**src/rtl/mc_controller_hs.sv**
```systemverilog
// Multicycle RV32I control unit with req/ready memory handshake, bounded wait timeout and sticky fault.
// Optional retired-instruction counter enabled by defining MC_INSTRET_EN.
module mc_controller_hs #(
    parameter int MEM_WAIT_MAX = 15,
    parameter int CNT_W        = 32
) (
    input  logic             clk,
    input  logic             rst,
    input  logic [6:0]       Opcode,
    input  logic [2:0]       func3,
    input  logic [6:0]       func7,
    input  logic             Zero,
    input  logic             mem_ready,
    output logic             mem_req,
    output logic             AdrSrc,
    output logic             PCupdate,
    output logic             Branch,
    output logic             IRwrite,
    output logic             MemWrite,
    output logic             RegWrite,
    output logic [1:0]       ResultSrc,
    output logic [1:0]       AluSrcA,
    output logic [1:0]       AluSrcB,
    output logic [1:0]       AluOp,
    output logic [2:0]       ImmSrc,
    output logic             fault,
    output logic [CNT_W-1:0] instret
);

    localparam logic [6:0] OP_LOAD  = 7'b0000011;
    localparam logic [6:0] OP_STORE = 7'b0100011;
    localparam logic [6:0] OP_R     = 7'b0110011;
    localparam logic [6:0] OP_I     = 7'b0010011;
    localparam logic [6:0] OP_BR    = 7'b1100011;
    localparam logic [6:0] OP_JAL   = 7'b1101111;
    localparam logic [6:0] OP_JALR  = 7'b1100111;
    localparam logic [6:0] OP_LUI   = 7'b0110111;

    localparam logic [7:0] WAIT_LAST = 8'(MEM_WAIT_MAX - 1);

    typedef enum logic [3:0] {
        S_FETCH, S_DECODE, S_MEMADR, S_MEMRD, S_MEMWB, S_MEMWR, S_EXER, S_EXEI,
        S_ALUWB, S_BR, S_JAL, S_JALR, S_JALWB, S_LUI, S_FAULT
    } state_t;

    state_t     state, state_n;
    logic [7:0] wait_cnt;
    logic       wait_expired;
    logic       in_wait;

    // Zero is consumed by the datapath's branch logic; func7/func3[0] only matter to the ALU decoder.
    logic unused_inputs;
    assign unused_inputs = ^{func7, Zero, func3[0]};

    assign wait_expired = !mem_ready && (wait_cnt == WAIT_LAST);
    assign in_wait      = (state == S_FETCH) || (state == S_MEMRD) || (state == S_MEMWR);

    // NOTE: every always_comb output gets a default first so no path can infer a latch.
    always_comb begin
        state_n = state;
        case (state)
            S_FETCH:  if (mem_ready) state_n = S_DECODE;
                      else if (wait_expired) state_n = S_FAULT;
            S_DECODE: begin
                case (Opcode)
                    OP_LOAD, OP_STORE: state_n = S_MEMADR;
                    OP_R:              state_n = S_EXER;
                    OP_I:              state_n = S_EXEI;
                    OP_BR:             state_n = (func3[2:1] == 2'b00) ? S_BR : S_FAULT;
                    OP_JAL:            state_n = S_JAL;
                    OP_JALR:           state_n = S_JALR;
                    OP_LUI:            state_n = S_LUI;
                    default:           state_n = S_FAULT;
                endcase
            end
            S_MEMADR: state_n = (Opcode == OP_STORE) ? S_MEMWR : S_MEMRD;
            S_MEMRD:  if (mem_ready) state_n = S_MEMWB;
                      else if (wait_expired) state_n = S_FAULT;
            S_MEMWR:  if (mem_ready) state_n = S_FETCH;
                      else if (wait_expired) state_n = S_FAULT;
            S_MEMWB, S_ALUWB, S_BR, S_JALWB, S_LUI: state_n = S_FETCH;
            S_EXER, S_EXEI, S_JAL: state_n = S_ALUWB;
            S_JALR:   state_n = S_JALWB;
            S_FAULT:  state_n = S_FAULT;
            default:  state_n = S_FAULT;
        endcase
    end

    // NOTE: sequential state uses non-blocking assignments so all flops update from pre-edge values.
    always_ff @(posedge clk or negedge rst) begin
        if (!rst) begin
            state    <= S_FETCH;
            wait_cnt <= '0;
        end else begin
            state <= state_n;
            if (state_n != state || mem_ready)
                wait_cnt <= '0;
            else if (in_wait)
                wait_cnt <= wait_cnt + 8'd1;
        end
    end

`ifdef MC_INSTRET_EN
    // Every state that falls back into FETCH is the last step of a completed instruction.
    logic             retire;
    logic [CNT_W-1:0] instret_q;
    assign retire = (state != S_FETCH) && (state_n == S_FETCH);

    always_ff @(posedge clk or negedge rst) begin
        if (!rst)
            instret_q <= '0;
        else if (retire)
            instret_q <= instret_q + CNT_W'(1);
    end
    assign instret = instret_q;
`else
    assign instret = '0;
`endif

    // Outputs are held low while reset is asserted so an in-flight write strobe cannot escape.
    always_comb begin
        mem_req   = 1'b0;
        AdrSrc    = 1'b0;
        PCupdate  = 1'b0;
        Branch    = 1'b0;
        IRwrite   = 1'b0;
        MemWrite  = 1'b0;
        RegWrite  = 1'b0;
        ResultSrc = 2'b00;
        AluSrcA   = 2'b00;
        AluSrcB   = 2'b00;
        AluOp     = 2'b00;
        ImmSrc    = 3'b000;
        fault     = 1'b0;
        if (rst) begin
            case (state)
                S_FETCH: begin
                    mem_req   = 1'b1;
                    AluSrcB   = 2'b10;
                    ResultSrc = 2'b10;
                    IRwrite   = mem_ready;
                    PCupdate  = mem_ready;
                end
                S_DECODE: begin
                    AluSrcA = 2'b01;
                    AluSrcB = 2'b01;
                    ImmSrc  = (Opcode == OP_JAL) ? 3'b011 : 3'b010;
                end
                S_MEMADR: begin
                    AluSrcA = 2'b10;
                    AluSrcB = 2'b01;
                    ImmSrc  = (Opcode == OP_STORE) ? 3'b001 : 3'b000;
                end
                S_MEMRD: begin
                    mem_req = 1'b1;
                    AdrSrc  = 1'b1;
                end
                S_MEMWB: begin
                    ResultSrc = 2'b01;
                    RegWrite  = 1'b1;
                end
                S_MEMWR: begin
                    mem_req  = 1'b1;
                    AdrSrc   = 1'b1;
                    MemWrite = mem_ready;
                end
                S_EXER: begin
                    AluSrcA = 2'b10;
                    AluOp   = 2'b10;
                end
                S_EXEI: begin
                    AluSrcA = 2'b10;
                    AluSrcB = 2'b01;
                    AluOp   = 2'b10;
                end
                S_ALUWB: RegWrite = 1'b1;
                S_BR: begin
                    AluSrcA = 2'b10;
                    AluOp   = 2'b01;
                    Branch  = 1'b1;
                end
                S_JAL: begin
                    AluSrcA  = 2'b01;
                    AluSrcB  = 2'b10;
                    ImmSrc   = 3'b011;
                    PCupdate = 1'b1;
                end
                S_JALR: begin
                    AluSrcA   = 2'b10;
                    AluSrcB   = 2'b01;
                    PCupdate  = 1'b1;
                    ResultSrc = 2'b10;
                end
                S_JALWB: begin
                    AluSrcA   = 2'b01;
                    AluSrcB   = 2'b10;
                    ResultSrc = 2'b10;
                    RegWrite  = 1'b1;
                end
                S_LUI: begin
                    ImmSrc    = 3'b100;
                    AluSrcB   = 2'b01;
                    ResultSrc = 2'b10;
                    RegWrite  = 1'b1;
                end
                S_FAULT: fault = 1'b1;
                default: fault = 1'b1;
            endcase
        end
    end

endmodule
```
**config.mk**
```make
export PLATFORM = sky130hd
export DESIGN_NAME = mc_controller_hs
export DESIGN_NICKNAME = d
export VERILOG_FILES = /design/src/rtl/mc_controller_hs.sv
export SDC_FILE = /design/constraint.sdc
export NUM_CORES = 1
export LEC_CHECK = 0
export ABC_AREA = 1
export CORE_ASPECT_RATIO = 1.75
export CORE_MARGIN = 2
export CORE_UTILIZATION = 35
export CTS_CLUSTER_DIAMETER = 120
export DETAILED_ROUTE_END_ITERATION = 10
export MAX_ROUTING_LAYER = met4
export PLACE_DENSITY = 0.73
export RECOVER_POWER = 100
export SKIP_CTS_REPAIR_TIMING = 1
export SYNTH_ARGS = -nofsm -noshare
export SYNTH_HDL_FRONTEND = slang
export SYNTH_SLANG_ARGS = --single-unit
```
**constraint.sdc**
```tcl
create_clock -name clk -period 1.5 [get_ports clk]
set_input_delay 0.15 -clock clk [delete_from_list [all_inputs] [get_ports clk]]
set_output_delay 0.15 -clock clk [all_outputs]
set_load 0.01 [all_outputs]
```
==> run summary, run 1 <==
The run finished, with violations left. The final reports fail on negative setup slack. The initial antenna violation count is 0.

Once the floorplan was initialized, standard cells occupied 36.4% of the core. The sequential cell area was 304 µm². The final net count came out at 326. The predominant post-synthesis flop cell is sky130_fd_sc_hd__dfrtp_1. The final critical path takes up 122% of the cycle. The post-synthesis area per instance was 6.75 µm².

Post-synthesis instance area: 0.00151 mm². For the number of remaining DRC errors, the log shows 0. The tools report the count of final max-slew check failures as 0. For this run, the share of the core covered by cells in the final layout is 53.1%.

Share of power burned in registers: 15.2%. The final layout contains routed wiring with a total length of 4290 µm. After synthesis, the cell types taking the most area are sky130_fd_sc_hd__dfrtp_1 20%, sky130_fd_sc_hd__buf_4 17%, sky130_fd_sc_hd__nand2_1 11%. Power comes to 3.31 mW.

Timing analysis after detailed placement gives a worst setup slack of -0.491 ns. Dividing the detail-routed wire length by the instance count gives 12.2 µm. In this run, the clock network consumes 9.3% of the power.

STA classifies the critical path startpoint as a flip-flop. The min-delay analysis places its worst path in the category in -> async. The most common cell in the synthesized netlist was sky130_fd_sc_hd__nand2_1. The cell sitting at the root of the clock tree is a sky130_fd_sc_hd__clkbuf_8. The gate count after technology mapping came out at 224. The layout cell share with drive strength beyond 1 was 41.1%; the arrival time of data at the critical path endpoint was 1.98 ns. Before antenna repair, the detailed router went through 4 iterations. The source of the worst register-to-register timing path is state[0]$_DFF_PN0_.

The tools report the total track usage as 18.2%. sky130_fd_sc_hd__dfrtp_1 takes more of the synthesized area than any other cell. The number of sinks on the clock net came out at 12.

For the final antenna diode count, the log shows 0. The worst register-to-register path ends at wait_cnt[6]$_DFFE_PN0P_. Net switching is 48.5% of the power. For this design the static power due to leakage is 1.16 nW. TritonCTS built the clock tree. The switching power of the nets was 1.61 mW; the total count of hold-check failures in the final report was 0. The quantity of I/O buffers inserted on ports is 30, and the via count of the first global-routing pass is 1556. Summed over all layers, the global routing overflow is 0. After clock tree synthesis, the clock-pin slew on the worst setup and hold paths is 0.05 ns. For the worst flop-to-flop path, the logic depth is 12. The worst-case setup margin in the final layout was -0.326 ns; the worst setup slack for register-to-register paths was -0.33 ns. For the CTS H-tree depth, the log shows 1. The setup path with the least slack is of type reg -> reg.

The floorplan step defined a die boundary enclosing 0.00488 mm². From synthesis to final layout, the design area changed by 45.6%. VDD sags by at most 0.000732 V. Derived from the worst setup path, the maximum achievable clock frequency is 548 MHz. The die width was 53.7 µm; the latest clock arrival within the worst-skew pair was 0.25 ns. The global-route wire length before repair was 6550 µm; the post-placement cell count was 335. The power share of the combinational group is 75.5%. In the routed layout, each cell is associated on average with a via count of 4.67.

Of all flip-flops after synthesis, the portion carrying an async set or reset was 100%. Share of Yosys cell area claimed by the top area cell type: 19.9%. The logs give 0 for the number of warnings reported in the yosys synthesis log and 0.00106 mm² for the multi-input gate area in the final layout.

Of all nets on the critical path, the largest fanout is 8. The clock arrives with 0.00729 ns of skew. Across the run, the number of max-cap violations was 0. Counting instances in the post-synthesis netlist gives the leading cell types as 45 x sky130_fd_sc_hd__nand2_1, 34 x sky130_fd_sc_hd__buf_4, 26 x sky130_fd_sc_hd__nor2_1.

The critical path required time is 1.66 ns, and the total power divided by cell area is 1500 mW/mm². The category of the worst setup path capture point is a flip-flop. The placeable core area was 0.00415 mm². For the number of ports placed on the die boundary, the log shows 72. Vertical die dimension: 91.0 µm. The routed design could run at a clock period as short as 1.83 ns.

The number of different library cells used by synthesis comes to 34. The congestion estimate from routability-driven global placement came to 0.925. The largest net degree at the start of global routing was 17; the post-DP HPWL was 3380 µm. The initialized floorplan defines 31 standard-cell rows. After filler insertion, the fill cell instance count of the layout stands at 394. After synthesis, flip-flops and latches occupy 19.9% of the total area. The synthesized design contains 0 enable-type register cells. Setup repair after global routing could not meet its margin everywhere. After synthesis the netlist holds a flip-flop and latch count of 12. Summing over every cut layer, the via total after detailed routing is 1640. The run gives 3 as the number of CTS-inserted buffers. Setup violations remaining at the end of the flow were counted as 28. The count of placed standard cells in the final layout, fillers left out was 351.

The count of nets left with antenna violations after detail routing was 0. The logs give 1.70 mW for the internal power summed over all cells and 2 for the maximum buffer depth of the clock tree. For this block, the initial DRC count from the detailed router was 31.
==> metrics by stage <==
stage / setup TNS [ns] / cell area, µm² / hold slack, ns
finish: -5.36 / 2200 / 0.318
detailed placement: -9.79 / 2050 / 0.515
global route: -7.53 / 2200 / 0.349
CTS: -13.07 / 2090 / 0.252
floorplan: -0.454 / 1660 / -0.146
global placement: -9.01 / 2050 / 0.509
==> layer usage <==
metal  track usage (%)  part of all wire, %
met1              17.3                   35
met2              33.7                   59
met3              1.32                  2.9
met4              9.62                  3.2
met5                 -                    0
==> cell usage in the layout (no fill, tap or decap), drive strengths merged, types with 2 or more instances in the layout <==
master,Yosys,routed
a21oi,9,9
a31oi,6,6
buf,36,59
clkbuf,0,11
clkdlybuf4s50,0,10
conb,1,32
dfrtp,12,12
dlymetal6s2s,0,2
ha,2,2
inv,22,22
nand2,55,55
nand3,17,17
nand4,2,2
nor2,30,30
nor3,14,14
o21ai,5,5
xor2,5,5
==> critical path: stages (launching register included) <==
cell and delay [ns]:
sky130_fd_sc_hd__dfrtp_2 0.48, sky130_fd_sc_hd__buf_6 0.15, sky130_fd_sc_hd__nor2_4 0.17, sky130_fd_sc_hd__nand2_4 0.10, sky130_fd_sc_hd__nand3_4 0.12, sky130_fd_sc_hd__nand2_4 0.07
sky130_fd_sc_hd__nor2_2 0.09, sky130_fd_sc_hd__nor2_2 0.06, sky130_fd_sc_hd__nand2_2 0.07, sky130_fd_sc_hd__nand2_2 0.05, sky130_fd_sc_hd__nand2_2 0.08, sky130_fd_sc_hd__nand2_4 0.10
sky130_fd_sc_hd__nor3_2 0.20
==> kinds of logic (layout without fill, tap and decap cells) <==
kind of cell / after synthesis / count (layout) / share of synthesized area [%]
adder cells (fa/ha/maj): 2 / 2 / 1.65
buffers and inverters: 59 / 106 / 23.6
AO/OA/AOI/OAI: 23 / 23 / 8.77
other: 1 / 32 / 0.248
flip-flops: 12 / 12 / 19.9
AND/OR/NAND/NOR: 121 / 121 / 42.4
XOR/XNOR: 6 / 6 / 3.47
==> sequential cells by signal, summed over array words and instances (netlist names) <==
register and flops:
wait_cnt 8, state 4
==> power groups by stage <==
| stage | logic (mW) | clock network (mW) | registers (mW) |
|---|---|---|---|
| finish | 2.50 | 0.308 | 0.504 |
| global placement | 2.19 | 0 | 0.477 |
| global route | 2.72 | 0.331 | 0.505 |
| CTS | 2.23 | 0.311 | 0.477 |
| detailed placement | 2.23 | 0 | 0.481 |
| floorplan | 1.37 | 0 | 0.442 |
==> worst max path at each step <==
| stage | startpoint | depth (start not counted) | slack [ns] | end |
|---|---|---|---|---|
| after global routing | state[0]$_DFF_PN0_ | 12 | -0.41 | wait_cnt[6]$_DFFE_PN0P_ |
| after global placement | Opcode[3] | 9 | -0.46 | ImmSrc[0] |
| after CTS | state[1]$_DFF_PN0_ | 6 | -0.61 | AluSrcB[0] |
| after detailed placement | Opcode[6] | 12 | -0.49 | wait_cnt[5]$_DFFE_PN0P_ |
| after floorplan | state[0]$_DFF_PN0_ | 12 | -0.07 | wait_cnt[5]$_DFFE_PN0P_ |
| final | state[0]$_DFF_PN0_ | 12 | -0.33 | wait_cnt[6]$_DFFE_PN0P_ |
==> final cells by class <==
cell class / instances / area share [%]
Multi-Input combinational cell: 184 / 48.3
Timing Repair Buffer: 79 / 28.7
Sequential cell: 12 / 13.8
Inverter: 23 / 4.38
Tap cell: 49 / 2.78
Clock buffer: 4 / 2.05
No activity file was read; power rests on OpenSTA's default activity.
==> run 2, diff against run 1 <==
--- a/config.mk
+++ b/config.mk
@@ -5,14 +5,15 @@
 export SDC_FILE = /design/constraint.sdc
 export NUM_CORES = 1
 export LEC_CHECK = 0
-export ABC_AREA = 1
+export CELL_PAD_IN_SITES_DETAIL_PLACEMENT = 0
+export CELL_PAD_IN_SITES_GLOBAL_PLACEMENT = 1
 export CORE_ASPECT_RATIO = 1.75
 export CORE_MARGIN = 2
-export CORE_UTILIZATION = 35
+export CORE_UTILIZATION = 27
 export CTS_CLUSTER_DIAMETER = 120
 export DETAILED_ROUTE_END_ITERATION = 10
 export MAX_ROUTING_LAYER = met4
-export PLACE_DENSITY = 0.73
+export PLACE_DENSITY_LB_ADDON = 0.1
 export RECOVER_POWER = 100
 export SKIP_CTS_REPAIR_TIMING = 1
 export SYNTH_ARGS = -nofsm -noshare
==> run 2 against run 1 <==
  * The run still ends with negative setup slack left
  * Clock power is 14% higher
  * Sequential share of layout area is 1.7 points lower
  * Total power increased by 5.1%
  * Clock-buffer cell count stayed put
  * First-iteration DRC count rose to 2.6 times the previous value
  * Area after synthesis increased by 6.9%
  * Critical path type unchanged
==> run summary, run 2 <==
Of the synthesized area, sequential elements account for 18.6%. Cell type with the highest aggregate area in the netlist: sky130_fd_sc_hd__dfrtp_1. The synthesized design contains 0 enable-type register cells. The largest register by flop count is wait_cnt.

In this run, CTS created clock tree buffers numbering 3. The worst-case vdd ir drop is 0.000447 V. The library cells used most frequently in the layout, excluding fill and tap cells, are 60 x sky130_fd_sc_hd__buf_4, 32 x sky130_fd_sc_hd__conb_1, 18 x sky130_fd_sc_hd__nand2_1.

By instance count, the leading cell after synthesis is sky130_fd_sc_hd__buf_4. Setup repair after global routing could not meet its margin everywhere. The global-route wire length before repair is 7890 µm.

The largest registers in the layout are wait_cnt: 8 flops, state: 4 flops. Across every metal layer, demand over resource in global routing totals 15.4%. For this design the ratio of total power to cell area is 1380 mW/mm². Clock transition time at the flip-flop clock pins of the worst setup and hold paths: 0.05 ns.

The floorplan row count came out at 37. The tools report the library cell used as clock root buffer as sky130_fd_sc_hd__clkbuf_8. The tools report the latest clock arrival within the worst-skew pair as 0.24 ns. In this run, the number of DRC markers left after iteration 0 of detailed routing was 80. Along the worst path, the maximum fanout reaches 8.

Data on the critical path arrives at its endpoint at 2.15 ns. The worst hold path passes through 4 cells. The run finished, with violations left. The worst-case setup margin in the final layout came out at -0.500 ns. The number of iterations in the first detailed-routing pass was 4; the simple logic cell fraction of the synthesized area was 30.5%.

The transition at the pin with the smallest max-transition slack is 0.576 ns. The post-synthesis instance area came out at 0.00162 mm². For this run, asynchronously set or reset flops after synthesis account for 100%.

The setup slack at placement was -0.930 ns; the standby leakage power was 1.22 nW. In the synthesized netlist, the number of instances is 205. Startpoint kind of the worst setup timing path: a flip-flop.

Routability-driven placement finished with a final weighted congestion of 0.853. Yosys printed 0 warnings. The hold-critical path endpoint is state[3]$_DFF_PN0_. Post-DP HPWL: 4230 µm. The maximum buffer depth of the clock tree came out at 2.

Each instance of the synthesized netlist takes up on average 7.89 µm². Yosys attributes the largest share of cell area to sky130_fd_sc_hd__dfrtp_1 19%, sky130_fd_sc_hd__buf_4 16%, sky130_fd_sc_hd__nand2_1 5.3%. For the number of max-cap violations, the log shows 0. The min-delay analysis places its worst path in the category in -> reg. The critical path required time is 1.65 ns. The die covers 0.00665 mm². The logs give 0 for the count of nets left with antenna violations after detail routing and 5200 µm for the wire length reported by the detailed router. The finished layout holds 371 standard cells, fillers aside. The commonest non-fill, non-tap cell in the layout is sky130_fd_sc_hd__buf_4.

The tools report the number of remaining DRC errors as 0. For the finished layout, the period the worst path requires is 2.00 ns. The startpoint identified for the worst register-to-register timing path is state[1]$_DFF_PN0_. The tools report the placeable core area as 0.00583 mm². The endpoint identified for the worst register-to-register timing path is wait_cnt[4]$_DFFE_PN0P_. Xor and xnor area share after synthesis: 5.41%. The wire length per cell works out to 14.0 µm. The post-placement cell count came out at 360. The start-to-end type of the worst setup path is reg -> reg. Critical hold path startpoint: Opcode[2]. The initial antenna violation count came out at 0.

The setup check on the worst reg-to-reg path leaves a slack of -0.50 ns. Counting cells, the worst reg-to-reg path comes to 6. The die width was 62.5 µm. Of the total synthesized cell area, the portion taken by full adders, half adders and majority gates is 1.55%. The area growth from synthesis to layout is 55.8%.

The CTS H-tree depth is 1. The tools report the overall power after layout as 3.48 mW. The number of sinks on the clock net is 12, and the layout cell share with drive strength beyond 1 is 48.1%. The netlist uses 56 different library cells. The total global routing overflow is 0, and the flop and latch count out of synthesis is 12. After the last flow step, the layout net total stands at 317. Setup violations remaining at the end of the flow were counted as 29. The worst path uses 133% of the clock period. The vertical die dimension came out at 106 µm. The number of fill cells is 646, and the largest net degree at the start of global routing is 19.

Summing the areas of all compound-gate instances in the mapped netlist gives 18.7% of the synthesized area. In the synthesized netlist the dominant register cell turns out to be sky130_fd_sc_hd__dfrtp_1. The relative slew slack is 61.6%. The post-detailed-route via-to-cell ratio came out at 4.61. The tools report the count of final max-slew check failures as 0. By area, the combinational part of the netlist is dominated by simple AND/OR/NAND/NOR gates. By count the netlist is led by 34 x sky130_fd_sc_hd__buf_4, 23 x sky130_fd_sc_hd__nand2_1, 17 x sky130_fd_sc_hd__nor2_1. The clock arrives with 0.00109 ns of skew. The flip-flop count of the largest register after layout was 8; the total count of hold-check failures in the final report was 0. The repair_antennas step left the layout with diodes totalling 0. The tools report the highest achievable clock rate as 500 MHz. Buffers placed on the I/O ports in this run total 30. The number of vias after detailed routing is 1709.

For the number of ports placed on the die boundary, the log shows 72. Cells fill 43.2% of the core in the end. The worst setup path is captured at a flip-flop. TritonCTS built the clock tree.

The via count of the first global-routing pass was 1682; the share of Yosys cell area claimed by the top area cell type was 18.6%. The portion of synthesized area spent on multiplexers is 0.619%. The final reports fail on negative setup slack. Once the floorplan was initialized, standard cells occupied 27.7% of the core.
[run 2: cell count changes after synthesis, sizes merged, moves of 5 or more]
cell    previous run  this run
and2               0         5
clkbuf             0         8
inv               22         3
nand2             55        23
nand3             17         3
nor2              30        17
[run 2: layout make-up]
| type | count | area (µm²) | area share, % |
|---|---|---|---|
| clock buffer | 4 | 55.1 | 2.18 |
| inverter | 4 | 15.0 | 0.596 |
| multi-input combinational | 173 | 1250 | 49.5 |
| sequential | 12 | 305 | 12.1 |
| tap | 78 | 97.6 | 3.87 |
| timing repair buffer | 100 | 800 | 31.7 |
[run 2: worst max-delay path by stage]
| stage | startpoint | endpoint | slack (ns) | cells after the start |
|---|---|---|---|---|
| 3_5_place_dp | Opcode[4] | wait_cnt[6]$_DFFE_PN0P_ | -0.93 | 7 |
| 6_report | state[1]$_DFF_PN0_ | wait_cnt[4]$_DFFE_PN0P_ | -0.50 | 6 |
| 2_1_floorplan | state[1]$_DFF_PN0_ | wait_cnt[6]$_DFFE_PN0P_ | -0.39 | 7 |
| 3_3_place_gp | Opcode[4] | wait_cnt[6]$_DFFE_PN0P_ | -0.89 | 7 |
| 5_1_grt | state[1]$_DFF_PN0_ | wait_cnt[4]$_DFFE_PN0P_ | -0.57 | 6 |
| 4_1_cts | Opcode[4] | ImmSrc[0] | -0.84 | 7 |
[run 2: worst max-delay path, cell delays in order (launching register included)]
cell and delay (ns):
sky130_fd_sc_hd__dfrtp_2 0.51, sky130_fd_sc_hd__nor2b_4 0.17, sky130_fd_sc_hd__nand2_2 0.06, sky130_fd_sc_hd__or4_4 0.44, sky130_fd_sc_hd__a32oi_4 0.26, sky130_fd_sc_hd__o2111ai_4 0.25, sky130_fd_sc_hd__nor3_1 0.22
[run 2: cells by family after synthesis]
kind of cell	count (synthesis)
muxes	1
adders and majority gates	2
buffers and inverters	51
xor gates and xnor gates	10
and+or+nand+nor	90
DFF	12
AOI/OAI and AO/OA	38
other	1
[run 2: routing by layer]
layer  part of all wire (%)  wire length, µm  vias up  track usage (%)
met4                    1.9               99        0             4.60
met3                    3.1              161        8             1.80
met2                     60             3140       42             32.2
li1                       -                -      844                -
met1                     35             1800      815             14.0
met5                      0                0        -                -
[run 2: power by group]
group          total, mW  switching [mW]  internal, mW
Sequential         0.519           0.135         0.383
Combinational       2.61            1.30          1.31
Clock              0.351           0.119         0.232
Total               3.48            1.55          1.93
[run 2: through the flow]
| step | setup TNS (ns) | cell area [µm²] | hold WS [ns] |
|---|---|---|---|
| floorplan | -2.89 | 1760 | -0.146 |
| global route | -11.05 | 2520 | 0.484 |
| CTS | -17.88 | 2300 | 0.412 |
| detailed placement | -15.70 | 2250 | 0.666 |
| finish | -8.07 | 2520 | 0.461 |
| global placement | -15.42 | 2250 | 0.672 |
==> run 3, diff against run 2 <==
--- a/config.mk
+++ b/config.mk
@@ -5,6 +5,7 @@
 export SDC_FILE = /design/constraint.sdc
 export NUM_CORES = 1
 export LEC_CHECK = 0
+export ABC_CLOCK_PERIOD_IN_PS = 1500
 export CELL_PAD_IN_SITES_DETAIL_PLACEMENT = 0
 export CELL_PAD_IN_SITES_GLOBAL_PLACEMENT = 1
 export CORE_ASPECT_RATIO = 1.75
@@ -14,7 +15,6 @@
 export DETAILED_ROUTE_END_ITERATION = 10
 export MAX_ROUTING_LAYER = met4
 export PLACE_DENSITY_LB_ADDON = 0.1
-export RECOVER_POWER = 100
 export SKIP_CTS_REPAIR_TIMING = 1
 export SYNTH_ARGS = -nofsm -noshare
 export SYNTH_HDL_FRONTEND = slang
==> run 3 against run 2 <==
  * Final cell count is the same
  * Wire length is essentially flat
  * The run still ends with negative setup slack left
  * Critical endpoint unchanged
  * Design area grew 0.40%
==> run summary, run 3 (synthesis results as in run 2) <==
The tools report the latest clock arrival within the worst-skew pair as 0.24 ns. Cell type group with the largest total delay on the critical path: simple AND/OR/NAND/NOR gates. Clock tree synthesis inserted a total of 3 buffers. In this run the critical register-to-register path is launched from state[1]$_DFF_PN0_. The number of sinks on the clock net came out at 12.

The die is 62.5 µm wide. Wires add up to 5210 µm. The number of iterations in the first detailed-routing pass is 4, and the number of ports placed on the die boundary is 72.

For this run, design rule violations remaining after detail routing come to 0. The fraction of the core area covered by cells at the end of the flow came out at 43.4%. The final antenna diode count is 0, and the total global routing overflow is 0. The worst register-to-register path has a setup slack of -0.50 ns. The flip-flop count of the largest register after layout is 8, and the worst clock skew is 0.00109 ns. At the worst endpoint, the required time is 1.65 ns. Of all nets on the critical path, the largest fanout is 8. Total of endpoints with negative setup slack in the final report: 29.

The tools report the startpoint kind of the worst setup timing path as a flip-flop. The minimum clock period came out at 2.00 ns. The run gives 1710 as the number of vias after detailed routing.

The multi-input gate area in the final layout is 0.00125 mm². The flow ran to the end, but the final reports show violations. The final sum of negative setup slack was -6.95 ns; the clock transition time at the flip-flop clock pins of the worst setup and hold paths was 0.05 ns. Counting the fill cells in the layout gives 641.

The region available for standard cell placement spans 0.00583 mm². Global routing used 32.2% of the available met2 tracks. The number of cells on the worst reg-to-reg path was 6. The global routing stage identified its most utilized layer as met2.

Based on the critical path, the design can be clocked at up to 500 MHz. Vertical die dimension: 106 µm. Largest incremental delay on the critical path: 0.51 ns. The count of final max-slew check failures was 0. The final reports fail on negative setup slack. The post-route standard cell area excluding fillers is 0.00253 mm². For this configuration, the core starts out at a cell density of 27.7%. The share of the clock period used by the worst path after layout works out to 133%. In the routed layout, each cell is associated on average with a via count of 4.61. The logs give 3.48 mW for the overall power after layout and 0.00665 mm² for the die footprint. Relative to the synthesized area, the layout overhead comes to 56.5%. Registers take 305 µm². The worst-case vdd ir drop was 0.000464 V; the met1 capacity usage during global routing was 14.0%.

The endpoint identified for the worst register-to-register timing path is wait_cnt[4]$_DFFE_PN0P_. The analysis attributes to cell leakage a power of 1.23 nW. The tools report the global-route wire length before repair as 7890 µm. The post-DP HPWL was 4230 µm; the layout cell share with drive strength beyond 1 was 48.8%.

Largest register by flop count: wait_cnt. The final worst hold slack was 0.416 ns. In this run the cell area measured after placement is 0.00225 mm².

For the initial antenna violation count, the log shows 0. The longest clock path from root to sink contains 2 buffers. The run gives 82 as the count of routing violations after the opening detailed-route iteration. The commonest non-fill, non-tap cell in the layout was sky130_fd_sc_hd__buf_4. Counting both buffers and inverters, the worst setup path holds a total of 0. The initialized floorplan defines 37 standard-cell rows.

Setup repair after global routing could not meet its margin everywhere. The start-to-end type of the worst setup path is reg -> reg. TritonCTS built the clock tree. Routability-driven placement finished with a final weighted congestion of 0.853.

Data on the critical path arrives at its endpoint at 2.15 ns. The via count of the first global-routing pass is 1682. The largest registers in the layout are wait_cnt: 8 flops, state: 4 flops. For the worst-case setup margin in the final layout, the log shows -0.501 ns. The path class of the tightest hold or removal check is in -> async. The wire length per cell was 14.0 µm; the largest net degree at the start of global routing was 19.

For the global routing met3 resource utilization, the log shows 1.80%. The detail route stage leaves a number of antenna-violating nets equal to 0. The cell with the largest stage delay on the worst path was sky130_fd_sc_hd__dfrtp_2. The total count of hold-check failures in the final report was 0. The net count of the finished layout is 317.

The critical path goes through nor2b_4, nand2_2, or4_4, a32oi_4, o2111ai_4, nor3_1. Category of the worst setup path capture point: a flip-flop. The run gives 0 as the number of max-cap violations. In the layout the commonest cells are 63 x sky130_fd_sc_hd__buf_4, 32 x sky130_fd_sc_hd__conb_1, 18 x sky130_fd_sc_hd__nand2_1. The CTS H-tree depth is 1.

Global routing used 15.4% of the available tracks across all layers. Library cell used as clock root buffer: sky130_fd_sc_hd__clkbuf_8. Buffers placed on the I/O ports in this run total 30. Power spread over the standard cell area amounts to 1380 mW/mm².
## run 3: worst max-delay path by stage
stage	start	end	slack (ns)	cells past startpoint
after CTS	Opcode[4]	ImmSrc[0]	-0.84	7
after global placement	Opcode[4]	wait_cnt[6]$_DFFE_PN0P_	-0.89	7
after global routing	state[1]$_DFF_PN0_	wait_cnt[4]$_DFFE_PN0P_	-0.57	6
after floorplan	state[1]$_DFF_PN0_	wait_cnt[6]$_DFFE_PN0P_	-0.39	7
after detailed placement	Opcode[4]	wait_cnt[6]$_DFFE_PN0P_	-0.93	7
final	state[1]$_DFF_PN0_	wait_cnt[4]$_DFFE_PN0P_	-0.50	6
## run 3: tightest hold or removal path, delay by kind of cell
kind	cells	cell delay, ns
buffers and inverters	3	0.82
## run 3: per-layer routing
metal / part of all wire [%] / vias to the layer above / wire, µm
li1: - / 844 / -
met1: 35 / 818 / 1810
met2: 60 / 40 / 3140
met3: 3.0 / 8 / 157
met4: 1.9 / 0 / 99
met5: 0 / - / 0
## run 3: layout make-up
cell class	instances	area share (%)
clock buffers	4	2.17
flip-flops and latches	12	12.1
repair buffers	100	32.0
multi-input cells	173	49.3
inverters	4	0.593
well taps	78	3.86
## run 3: stage by stage
stage	setup slack, ns	instances
2_1_floorplan	-0.391	236
3_3_place_gp	-0.890	360
3_5_place_dp	-0.930	360
4_1_cts	-0.842	364
5_1_grt	-0.565	371
6_report	-0.501	371
## run 3: report_power, final
group          internal (mW)  leakage (nW)  switching (mW)
registers              0.383         0.158           0.135
logic                   1.31          1.04            1.30
clock network          0.232        0.0288           0.119
